$ cat src/rtl/core_dispatch_n.sv
// core_dispatch_n: in-order N-wide dispatch queue with a register scoreboard.
// It issues the oldest instructions and checks RAW/WAW hazards and the single shared non-ALU unit.
module core_dispatch_n #(
  parameter int WIDTH = 2,
  parameter int DEPTH = 4,
  parameter int WB_PORTS = 2
) (
  input  logic                       clk,
  input  logic                       rst,
  input  logic [$clog2(WIDTH+1)-1:0] in_count,
  output logic                       in_ready,
  input  logic [WIDTH*4-1:0]         in_ra,
  input  logic [WIDTH*4-1:0]         in_rb,
  input  logic [WIDTH*4-1:0]         in_rd,
  input  logic [WIDTH-1:0]           in_uses_ra,
  input  logic [WIDTH-1:0]           in_uses_rb,
  input  logic [WIDTH-1:0]           in_writes_rd,
  input  logic [WIDTH*2-1:0]         in_class,
  input  logic [WIDTH*16-1:0]        in_tag,
  input  logic                       flush,
  input  logic                       single_busy,
  input  logic [WB_PORTS-1:0]        wb_valid,
  input  logic [WB_PORTS*4-1:0]      wb_rd,
  output logic [WIDTH-1:0]           issue_valid,
  output logic [WIDTH*4-1:0]         issue_ra,
  output logic [WIDTH*4-1:0]         issue_rb,
  output logic [WIDTH*4-1:0]         issue_rd,
  output logic [WIDTH*2-1:0]         issue_class,
  output logic [WIDTH*16-1:0]        issue_tag,
  output logic [15:0]                busy_mask
);
  localparam int OW = $clog2(DEPTH+1);
  localparam int PW = DEPTH > 1 ? $clog2(DEPTH) : 1;
  // Entry layout: ra[32:29] rb[28:25] rd[24:21] uses_ra[20] uses_rb[19] writes_rd[18] class[17:16] tag[15:0]
  logic [32:0] mem_q [DEPTH];
  logic [32:0] e;
  logic [PW-1:0] head_q, head_d, tail_q, tail_d;
  logic [OW-1:0] occ_q, occ_d, acc, n;
  logic [15:0] busy_q, busy_d, pend;
  logic ok, nonalu;
  logic [WIDTH-1:0] valid_q, valid_d;
  logic [WIDTH*4-1:0] ra_q, ra_d, rb_q, rb_d, rd_q, rd_d;
  logic [WIDTH*2-1:0] cls_q, cls_d;
  logic [WIDTH*16-1:0] tag_q, tag_d;
  assign in_ready = occ_q <= OW'(DEPTH - WIDTH);
  assign acc = (in_ready && !flush) ? OW'(in_count) : '0;
  assign busy_mask = busy_q;
  assign issue_valid = valid_q;
  assign issue_ra = ra_q;
  assign issue_rb = rb_q;
  assign issue_rd = rd_q;
  assign issue_class = cls_q;
  assign issue_tag = tag_q;
  // A busy shared unit is modelled as the non-ALU slot already being taken.
  always_comb begin
    ok = !flush;
    nonalu = single_busy;
    pend = '0;
    n = '0;
    e = '0;
    valid_d = '0;
    ra_d = '0;
    rb_d = '0;
    rd_d = '0;
    cls_d = '0;
    tag_d = '0;
    for (int k = 0; k < WIDTH; k++) begin
      e = mem_q[PW'((int'(head_q) + k) % DEPTH)];
      ra_d[k*4+:4] = e[32:29];
      rb_d[k*4+:4] = e[28:25];
      rd_d[k*4+:4] = e[24:21];
      cls_d[k*2+:2] = e[17:16];
      tag_d[k*16+:16] = e[15:0];
      ok = ok && (OW'(k) < occ_q)
        && !(e[20] && (busy_q[e[32:29]] || pend[e[32:29]]))
        && !(e[19] && (busy_q[e[28:25]] || pend[e[28:25]]))
        && !(e[18] && (busy_q[e[24:21]] || pend[e[24:21]]))
        && !((e[17:16] != 2'd0) && nonalu);
      valid_d[k] = ok;
      pend = pend | ((ok && e[18]) ? (16'd1 << e[24:21]) : 16'd0);
      nonalu = nonalu | (ok && (e[17:16] != 2'd0));
      n = n + (ok ? OW'(1) : OW'(0));
    end
  end
  // Issue-time sets are applied after writeback clears so a same-register set wins.
  always_comb begin
    busy_d = busy_q;
    for (int w = 0; w < WB_PORTS; w++)
      busy_d = busy_d & ~(wb_valid[w] ? (16'd1 << wb_rd[w*4+:4]) : 16'd0);
    busy_d = busy_d | pend;
    occ_d = flush ? '0 : occ_q - n + acc;
    head_d = flush ? '0 : PW'((int'(head_q) + int'(n)) % DEPTH);
    tail_d = flush ? '0 : PW'((int'(tail_q) + int'(acc)) % DEPTH);
  end
  always_ff @(posedge clk or posedge rst) begin
    if (rst) begin
      occ_q <= '0;
      head_q <= '0;
      tail_q <= '0;
      busy_q <= '0;
      valid_q <= '0;
      ra_q <= '0;
      rb_q <= '0;
      rd_q <= '0;
      cls_q <= '0;
      tag_q <= '0;
    end else begin
      occ_q <= occ_d;
      head_q <= head_d;
      tail_q <= tail_d;
      busy_q <= busy_d;
      valid_q <= valid_d;
      ra_q <= ra_d;
      rb_q <= rb_d;
      rd_q <= rd_d;
      cls_q <= cls_d;
      tag_q <= tag_d;
    end
  end
  always_ff @(posedge clk) begin
    for (int j = 0; j < WIDTH; j++)
      if (OW'(j) < acc)
        mem_q[PW'((int'(tail_q) + j) % DEPTH)] <= {in_ra[j*4+:4], in_rb[j*4+:4], in_rd[j*4+:4],
          in_uses_ra[j], in_uses_rb[j], in_writes_rd[j], in_class[j*2+:2], in_tag[j*16+:16]};
  end
endmodule
$ cat config.mk
export PLATFORM = sky130hd
export DESIGN_NAME = core_dispatch_n
export DESIGN_NICKNAME = d
export VERILOG_FILES = /design/src/rtl/core_dispatch_n.sv
export SDC_FILE = /design/constraint.sdc
export NUM_CORES = 1
export LEC_CHECK = 0
export ABC_AREA = 0
export CAP_MARGIN = 15
export CELL_PAD_IN_SITES_DETAIL_PLACEMENT = 1
export CELL_PAD_IN_SITES_GLOBAL_PLACEMENT = 1
export CORE_MARGIN = 10
export CORE_UTILIZATION = 42
export DETAILED_ROUTE_END_ITERATION = 10
export PLACE_DENSITY = 0.78
export SETUP_SLACK_MARGIN = 0.3
export SLEW_MARGIN = 5
export SYNTH_ARGS = -nofsm -noshare
export SYNTH_HDL_FRONTEND = slang
export SYNTH_SLANG_ARGS = --single-unit
$ cat constraint.sdc
create_clock -name clk -period 4.5 [get_ports clk]
set_clock_uncertainty 0.2 [all_clocks]
set_input_delay 0.45 -clock clk [delete_from_list [all_inputs] [get_ports clk]]
set_output_delay 0.45 -clock clk [all_outputs]
set_load 0.1 [all_outputs]
==> impl_metrics.sql, run 1 <==
INSERT INTO impl_metrics (metric_group, metric, value, unit) VALUES
('status', 'status', 'complete, but fails checks', ''),
('setup_path', 'worst-setup-path-type', 'flip-flop to flip-flop', ''),
('setup_path', 'arrival', '4770', 'ps'),
('grt', 'grt_resource_usage_total', '20.7', '%'),
('setup_path', 'critical_path.reg2reg.endpoint', 'occ_q[2]', ''),
('cells_and_area', 'num-nets-final', '1077', ''),
('clocking', 'clock-root-buffer', 'clkbuf_16', ''),
('grt', 'grt_first_pass_wirelength', '54300', 'um'),
('routing', 'routed_via_density', '5.97', ''),
('logic_synthesis', 'post_synth.cell_area_avg', '14.9', 'um^2'),
('pwr', 'intPower', '5.56', 'mW'),
('clocking', 'cts_max_path_buffers', '3', ''),
('grt', 'antenna_violations_before_repair', '5', ''),
('timing', 'setup_viol', '1', ''),
('setup_path', 'r2r_cells', '17', ''),
('place', 'gp_routability_congestion', '0.853', ''),
('logic_synthesis', 'synth_largest_area_cell', 'edfxtp_1', ''),
('job', 'timing.max_cap.violations', '0', ''),
('logic_synthesis', 'synth.distinct_cells', '61', ''),
('pwr', 'seq_power_share', '28.7', '%'),
('setup_path', 'worstPathMaxFanout', '9', ''),
('place', 'portBuffers', '160', ''),
('cells_and_area', 'syn2layout_area_growth', '31.4', '%'),
('routing', 'first_iteration_detailed_routing_drc_count', '720', ''),
('logic_synthesis', 'synthesized_net_count', '858', ''),
('timing', 'worstMarginPinSlew', '1070', 'ps'),
('timing', 'worst_slack', '-50.2', 'ps'),
('timing', 'max_freq', '0.220', 'GHz'),
('cells_and_area', 'finalCoreUtilization', '56.0', '%'),
('pwr', 'power_switching_share', '47.3', '%'),
('setup_path', 'ff2ff_setup_slack', '-50', 'ps'),
('pwr', 'power_density', '702', 'nW/um^2'),
('place', 'post_dp_cell_area', '13700', 'um^2'),
('floorplanning', 'rows', '60', ''),
('pwr', 'post-layout-total-power', '10.6', 'mW'),
('timing', 'maxSlewHeadroom', '28.9', '%'),
('logic_synthesis', 'synth-edff-count', '132', ''),
('floorplanning', 'placeable_area', '26900', 'um^2'),
('worst_hold_path', 'hp-class', 'flip-flop to flip-flop', ''),
('clocking', 'clock_sinks', '217', ''),
('pwr', 'switchingPower', '4.99', 'mW'),
('floorplanning', 'die-width', '185', 'um'),
('timing', 'final-hold-violation-count', '0', ''),
('timing', 'timing.hold.ws', '383', 'ps'),
('routing', 'antenna_left', '0', ''),
('routing', 'via_count', '8079', ''),
('pwr', 'power.leakage', '5.43', 'nW'),
('setup_path', 'worstPathRequired', '4720', 'ps'),
('logic_synthesis', 'flip_flop_cell_with_the_highest_count_after_synthesis', 'edfxtp_1', ''),
('timing', 'final.period_utilization', '101', '%'),
('floorplanning', 'design.portCount', '161', ''),
('setup_path', 'timing.critical_path.from_type', 'flip-flop', ''),
('cells_and_area', 'fraction_of_final_layout_cells_sized_beyond_drive_strength_1', '35.2', '%'),
('status', 'violations_in_the_final_reports', 'negative setup slack', ''),
('logic_synthesis', 'count_leader_synth', 'mux2_2', ''),
('setup_path', 'r2r_start', 'head_q[1]', ''),
('logic_synthesis', 'syn_inst', '769', ''),
('clocking', 'cts.reportedPaths.clkPinSlew', '60', 'ps'),
('routing', 'first_pass_iters', '7', ''),
('grt', 'grt-ovfl-total', '0', ''),
('logic_synthesis', 'synth_commonest_cells', '138 x mux2_2, 132 x edfxtp_1, 85 x dfrtp_1', ''),
('cells_and_area', 'multiInputGateArea', '5330', 'um^2'),
('pwr', 'max-vdd-ir-drop', '400', 'uV'),
('cells_and_area', 'post-route-cell-area', '15000', 'um^2'),
('logic_synthesis', 'synth_area_leaders', 'edfxtp_1 35%, dfrtp_1 19%, mux2_2 14%', ''),
('logic_synthesis', 'syn_area', '11500', 'um^2'),
('clocking', 'clock_tree.htree_level_count', '1', ''),
('timing', 'final_max_slew_viol_count', '0', ''),
('routing', 'routedWlPerCell', '26.8', 'um'),
('routing', 'remaining_drc_errors', '0', ''),
('floorplanning', 'floorplan_die_height', '185', 'um');
-- stage by stage --
stage / std cells / worst slack (ps)
3_3_place_gp: 1260 / 77.3
4_1_cts: 1340 / 107
2_1_floorplan: 769 / 302
5_1_grt: 1353 / -145
3_5_place_dp: 1260 / -62.9
6_report: 1353 / -50.2
-- power groups by stage --
stage	Combinational [mW]	Sequential [mW]	Clock, mW
finish	5.54	3.03	1.98
global route	5.76	3.07	2.10
detailed placement	5.19	3.08	0
floorplan	1.79	4.97	0
global placement	5.10	3.06	0
CTS	5.44	3.02	2.01
-- flip-flops by register name, indices dropped and copies added (netlist names) --
name / flops
mem_q: 132
issue_tag: 32
busy_mask: 16
issue_ra: 8
issue_rb: 8
issue_rd: 8
issue_class: 4
occ_q: 3
head_q: 2
issue_valid: 2
tail_q: 2
-- worst max path at each step --
stage / slack, ps / to / from
floorplan: 300 / occ_q[2] / head_q[1]
finish: -50 / occ_q[2] / head_q[1]
global route: -150 / occ_q[2] / head_q[1]
global placement: 80 / occ_q[2] / head_q[1]
CTS: 110 / occ_q[2] / head_q[1]
detailed placement: -60 / occ_q[2] / head_q[1]
-- metal layers --
metal / GRT usage, % / part of all wire, % / vias to the layer above
li1: - / - / 3481
met1: 25.0 / 40 / 4208
met2: 36.2 / 52 / 317
met3: 3.41 / 6.1 / 73
met4: 7.77 / 2.7 / 0
met5: 0 / 0 / -
-- layout make-up --
class	count	area share, %
Timing Repair Buffer	236	15.3
Clock inverter	7	0.507
Timing Repair inverter	1	0.0499
Multi-Input combinational cell	490	35.4
Tap cell	341	2.84
Inverter	17	0.466
Sequential cell	217	40.5
Antenna cell	5	0.0832
Clock buffer	39	4.77
-- repair_timing --
action / in CTS / in global routing
resized for setup: 19 / 11
pin swaps: 3 / 3
cloned: 3 / 2
setup buffers: 30 / 6
hold buffers: 1 / 0
hold endpoints to repair: 5 / 0
endpoints found under the setup margin: 2 / 2
-- worst max-delay path, cell delays in order (launching register included) --
cell and delay [ps]:
dfrtp_4 530, buf_6 140, buf_12 120, buf_16 140
mux4_2 550, mux2i_1 330, a22oi_1 150, nand4b_1 170
a21oi_2 60, nor4_4 320, nand2_1 120, a21oi_2 210
ha_4 180, fa_1 440, fa_2 420, xnor2_2 170
xnor2_1 130, nor2_1 50
-- kinds of logic (layout without fill, tap and decap cells) --
family          after synthesis  count (layout)  synth area share [%]
compound gates               82              82                  5.20
xor+xnor                     17              17                  1.30
fa+ha+maj                     7               7                 0.896
buf+inv                      65             300                  2.60
flops                       217             217                  53.2
mux                         252             255                  30.9
other cells                   0               5                     0
simple gates                129             129                  5.94
-- placed cells by master (no fill, tap or decap), drive strengths merged, types with 4 or more instances in the layout --
master / netlist / routed
o21ai: 10 / 10
mux2: 140 / 140
a21oi: 10 / 10
nand2: 37 / 37
ha: 5 / 5
a31oi: 6 / 6
nand3: 7 / 7
clkinv: 0 / 4
clkdlybuf4s50: 0 / 160
o311ai: 4 / 4
edfxtp: 132 / 132
xor2: 10 / 10
xnor2: 7 / 7
o221ai: 12 / 12
o22ai: 4 / 4
buf: 25 / 75
inv: 17 / 19
nor2: 24 / 24
diode: 0 / 5
nand4: 8 / 8
mux2i: 46 / 46
nor2b: 16 / 16
mux4: 66 / 69
a22oi: 14 / 14
and2: 6 / 6
clkbuf: 23 / 39
nand2b: 8 / 8
dfrtp: 85 / 85
nor3: 6 / 6
No activity file was read; power rests on OpenSTA's default activity.
==> inputs of run 2 (changes only) <==
Settings changed: PLACE_DENSITY 0.78 to 0.85, SLEW_MARGIN 5 to default.
==> run 2 against run 1 <==
Net effect: the flow now finishes without violations; fmax increased by 4.9%; largest cell class unchanged; critical endpoint unchanged; critical path type unchanged; via count decreased by 2.4%; cell area decreased by 2.5%; highest routed layer is now met5; critical path depth increased by 1; clock power about the same; final cell count decreased by 2.4%; utilization decreased by 1.4 points; sequential power about the same; count of clock-buffer cells in the layout decreased by 7; first-iteration DRC count increased by 5.6%.
==> impl_metrics.sql, run 2 (synthesis gave the netlist of run 1 again) <==
INSERT INTO impl_metrics (metric_group, metric, value, unit) VALUES
('status', 'status', 'completed', ''),
('routing', 'remaining_drc_errors', '0', ''),
('pwr', 'power_density', '705', 'nW/um^2'),
('timing', 'setup_viol', '0', ''),
('grt', 'antenna_violations_before_repair', '9', ''),
('pwr', 'power.leakage', '5.26', 'nW'),
('clocking', 'cts_hold_repair.buffers', '0', ''),
('pwr', 'pwr-share-clk', '19.4', '%'),
('cells_and_area', 'fraction_of_final_layout_cells_sized_beyond_drive_strength_1', '32.2', '%'),
('setup_path', 'setup.worst_path.end_class', 'flip-flop', ''),
('routing', 'first_pass_iters', '5', ''),
('cells_and_area', 'most-common-layout-cells', '160 x clkdlybuf4s50_1, 138 x mux2_2, 132 x edfxtp_1', ''),
('pwr', 'power_switching_share', '47.3', '%'),
('clocking', 'clock_latency', '540', 'ps'),
('floorplanning', 'start_util', '42.6', '%'),
('setup_path', 'crit_path_frequent_cell', 'ha_1', ''),
('grt', 'grt_resource_usage_total', '20.6', '%'),
('setup_path', 'worstPathRequired', '4730', 'ps'),
('job', 'timing.max_cap.violations', '0', ''),
('routing', 'routedWlPerCell', '27.1', 'um'),
('setup_path', 'cp_slowest_stage_delay', '500', 'ps'),
('floorplanning', 'dieArea', '34300', 'um^2'),
('pwr', 'intPower', '5.45', 'mW'),
('timing', 'final-hold-violation-count', '0', ''),
('place', 'place_inst', '1261', ''),
('routing', 'via_count', '7889', ''),
('cells_and_area', 'syn2layout_area_growth', '28.0', '%'),
('pwr', 'max-vdd-ir-drop', '496', 'uV'),
('routing', 'wl', '35700', 'um'),
('clocking', 'clock_sinks', '217', ''),
('pwr', 'p_comb_share', '51.3', '%'),
('floorplanning', 'floorplan_die_height', '185', 'um'),
('timing', 'final.period_utilization', '96.4', '%'),
('pwr', 'post-layout-total-power', '10.3', 'mW'),
('clocking', 'clock_tree.htree_level_count', '1', ''),
('setup_path', 'worst-setup-path-type', 'flip-flop to flip-flop', ''),
('setup_path', 'crit_family', 'adder cells', ''),
('floorplanning', 'rows', '60', ''),
('grt', 'grt_pass1_vias', '8807', ''),
('cells_and_area', 'finished_layout_cells', '1320', ''),
('grt', 'grt-ovfl-total', '0', ''),
('cells_and_area', 'max_ffs_per_register', '132', ''),
('timing', 'min_period', '4340', 'ps'),
('timing', 'finalSetupTns', '0', 'ps'),
('setup_path', 'timing.critical_path.from_type', 'flip-flop', ''),
('timing', 'worstMarginPinSlew', '1030', 'ps'),
('clocking', 'cts.reportedPaths.clkPinSlew', '70', 'ps'),
('setup_path', 'worstSetupStartpoint', 'head_q[1]', ''),
('setup_path', 'worstPathMaxFanout', '5', ''),
('place', 'place.detailed.hpwl', '24700', 'um'),
('timing', 'maxSlewHeadroom', '30.9', '%'),
('setup_path', 'crit_buf_inv', '3', ''),
('grt', 'grt_first_pass_wirelength', '54200', 'um'),
('worst_hold_path', 'hp-class', 'input pin to asynchronous set/reset pin', ''),
('cells_and_area', 'num-nets-final', '1045', ''),
('floorplanning', 'die-width', '185', 'um'),
('routing', 'antenna_left', '0', ''),
('setup_path', 'arrival', '4570', 'ps'),
('timing', 'worst_slack', '164', 'ps'),
('routing', 'first_iteration_detailed_routing_drc_count', '760', ''),
('floorplanning', 'placeable_area', '26900', 'um^2'),
('pwr', 'switchingPower', '4.89', 'mW'),
('clocking', 'clock-root-buffer', 'clkbuf_16', ''),
('cells_and_area', 'mostFrequentLayoutCell', 'clkdlybuf4s50_1', ''),
('floorplanning', 'design.portCount', '161', ''),
('setup_path', 'critical_path.cell_chain', 'buf_4 -> mux4_2 -> or2_1 -> a211o_1 -> a31oi_1 -> o311ai_2 -> nor4_4 -> nand2_1 -> a21oi_2 -> ha_1 -> ha_1 -> inv_1 -> ha_1 -> inv_1 -> fa_2 -> xnor2_2 -> xnor2_1 -> nor2_1', ''),
('timing', 'final_max_slew_viol_count', '0', ''),
('place', 'portBuffers', '160', ''),
('cells_and_area', 'largest_register', 'mem_q', ''),
('timing', 'timing.hold.ws', '52.5', 'ps'),
('setup_path', 'crit_path_top_delay_cell', 'mux4_2', ''),
('timing', 'max_freq', '0.231', 'GHz'),
('place', 'gp_routability_congestion', '0.875', ''),
('setup_path', 'r2r_start', 'head_q[1]', ''),
('place', 'dp_slack', '-5.04', 'ps'),
('timing', 'setup_repair_after_global_routing_missed_its_margin', 'true', ''),
('pwr', 'seq_power_share', '29.3', '%'),
('routing', 'routed_via_density', '5.98', ''),
('grt', 'grt_start_max_net_pins', '45', ''),
('clocking', 'cts-buffers-inserted', '24', ''),
('clocking', 'cts_max_path_buffers', '3', ''),
('clocking', 'cts_tree', 'built', '');
-- run 2: changes by cell type in the layout (fill, tap and decap cells not counted), sizes merged --
cell,previous run,this run
buf,75,47
clkbuf,39,32
clkinv,4,10
inv,19,16
bufinv,1,3
clkinvlp,1,0
dlygate4sd3,1,0
mux4,69,68
-- run 2: worst reg2reg max path, cell delays in order, from the launching register on --
cell      delay [ps]
dfrtp_4          460
buf_4            160
mux4_2           500
or2_1            260
a211o_1          350
a31oi_1          190
o311ai_2         150
nor4_4           220
nand2_1          100
a21oi_2          160
ha_1             270
ha_1             290
inv_1             60
ha_1             130
inv_1             50
fa_2             350
xnor2_2          160
xnor2_1          130
nor2_1            50
-- run 2: power by group through the flow --
stage | logic (mW) | clock network (mW) | registers (mW)
after global placement | 5.09 | 0 | 3.05
final | 5.30 | 2.01 | 3.03
after floorplan | 1.79 | 0 | 4.97
after global routing | 5.52 | 2.13 | 3.07
after detailed placement | 5.17 | 0 | 3.07
after CTS | 5.29 | 2.03 | 3.02
-- run 2: cell type report --
| class | instances | area, um^2 |
|---|---|---|
| well taps | 341 | 427 |
| clock inverters | 12 | 144 |
| repair buffers | 207 | 2030 |
| diodes | 5 | 12.5 |
| multi-input cells | 489 | 5220 |
| inverters | 17 | 65.1 |
| fillers | 2604 | 12200 |
| clock buffers | 32 | 661 |
| flip-flops and latches | 217 | 6100 |
-- run 2: worst paths after layout --
check | end | slack (ps) | cells after the start
max reg2reg | occ_q[2] | 160 | 18
max in group asynchronous | issue_ra[0] | 3100 | 3
min reg2reg | issue_tag[31] | 390 | 1
min in group clk | issue_tag[31] | 390 | 1
min | issue_class[2] | 50 | 2
max | occ_q[2] | 160 | 18
-- run 2: routing by layer --
layer	global-route usage, %	wire length (um)
met5	0	46
met4	6.66	833
met3	5.41	2740
met2	36.1	18200
met1	24.0	14000
-- run 2: per-stage QoR --
step,utilization [%],area (um^2)
after floorplan,-,11500
after global placement,50.9,13700
after detailed placement,50.9,13700
after CTS,54.4,14600
after global routing,54.5,14700
final,54.6,14700
-- run 2: timing repair --
action                     4_1_cts  5_1_grt
buffers inserted                 8        0
setup endpoints to repair        2        2
pin swaps                        5        0
gates resized for setup          6        1
cloned                           1        1
==> inputs of run 3 (changes only) <==
Settings changed: SLEW_MARGIN from default to 5.
==> results of run 3 <==
Same layout as run 2: the final DEF is identical, and so are final timing and power.
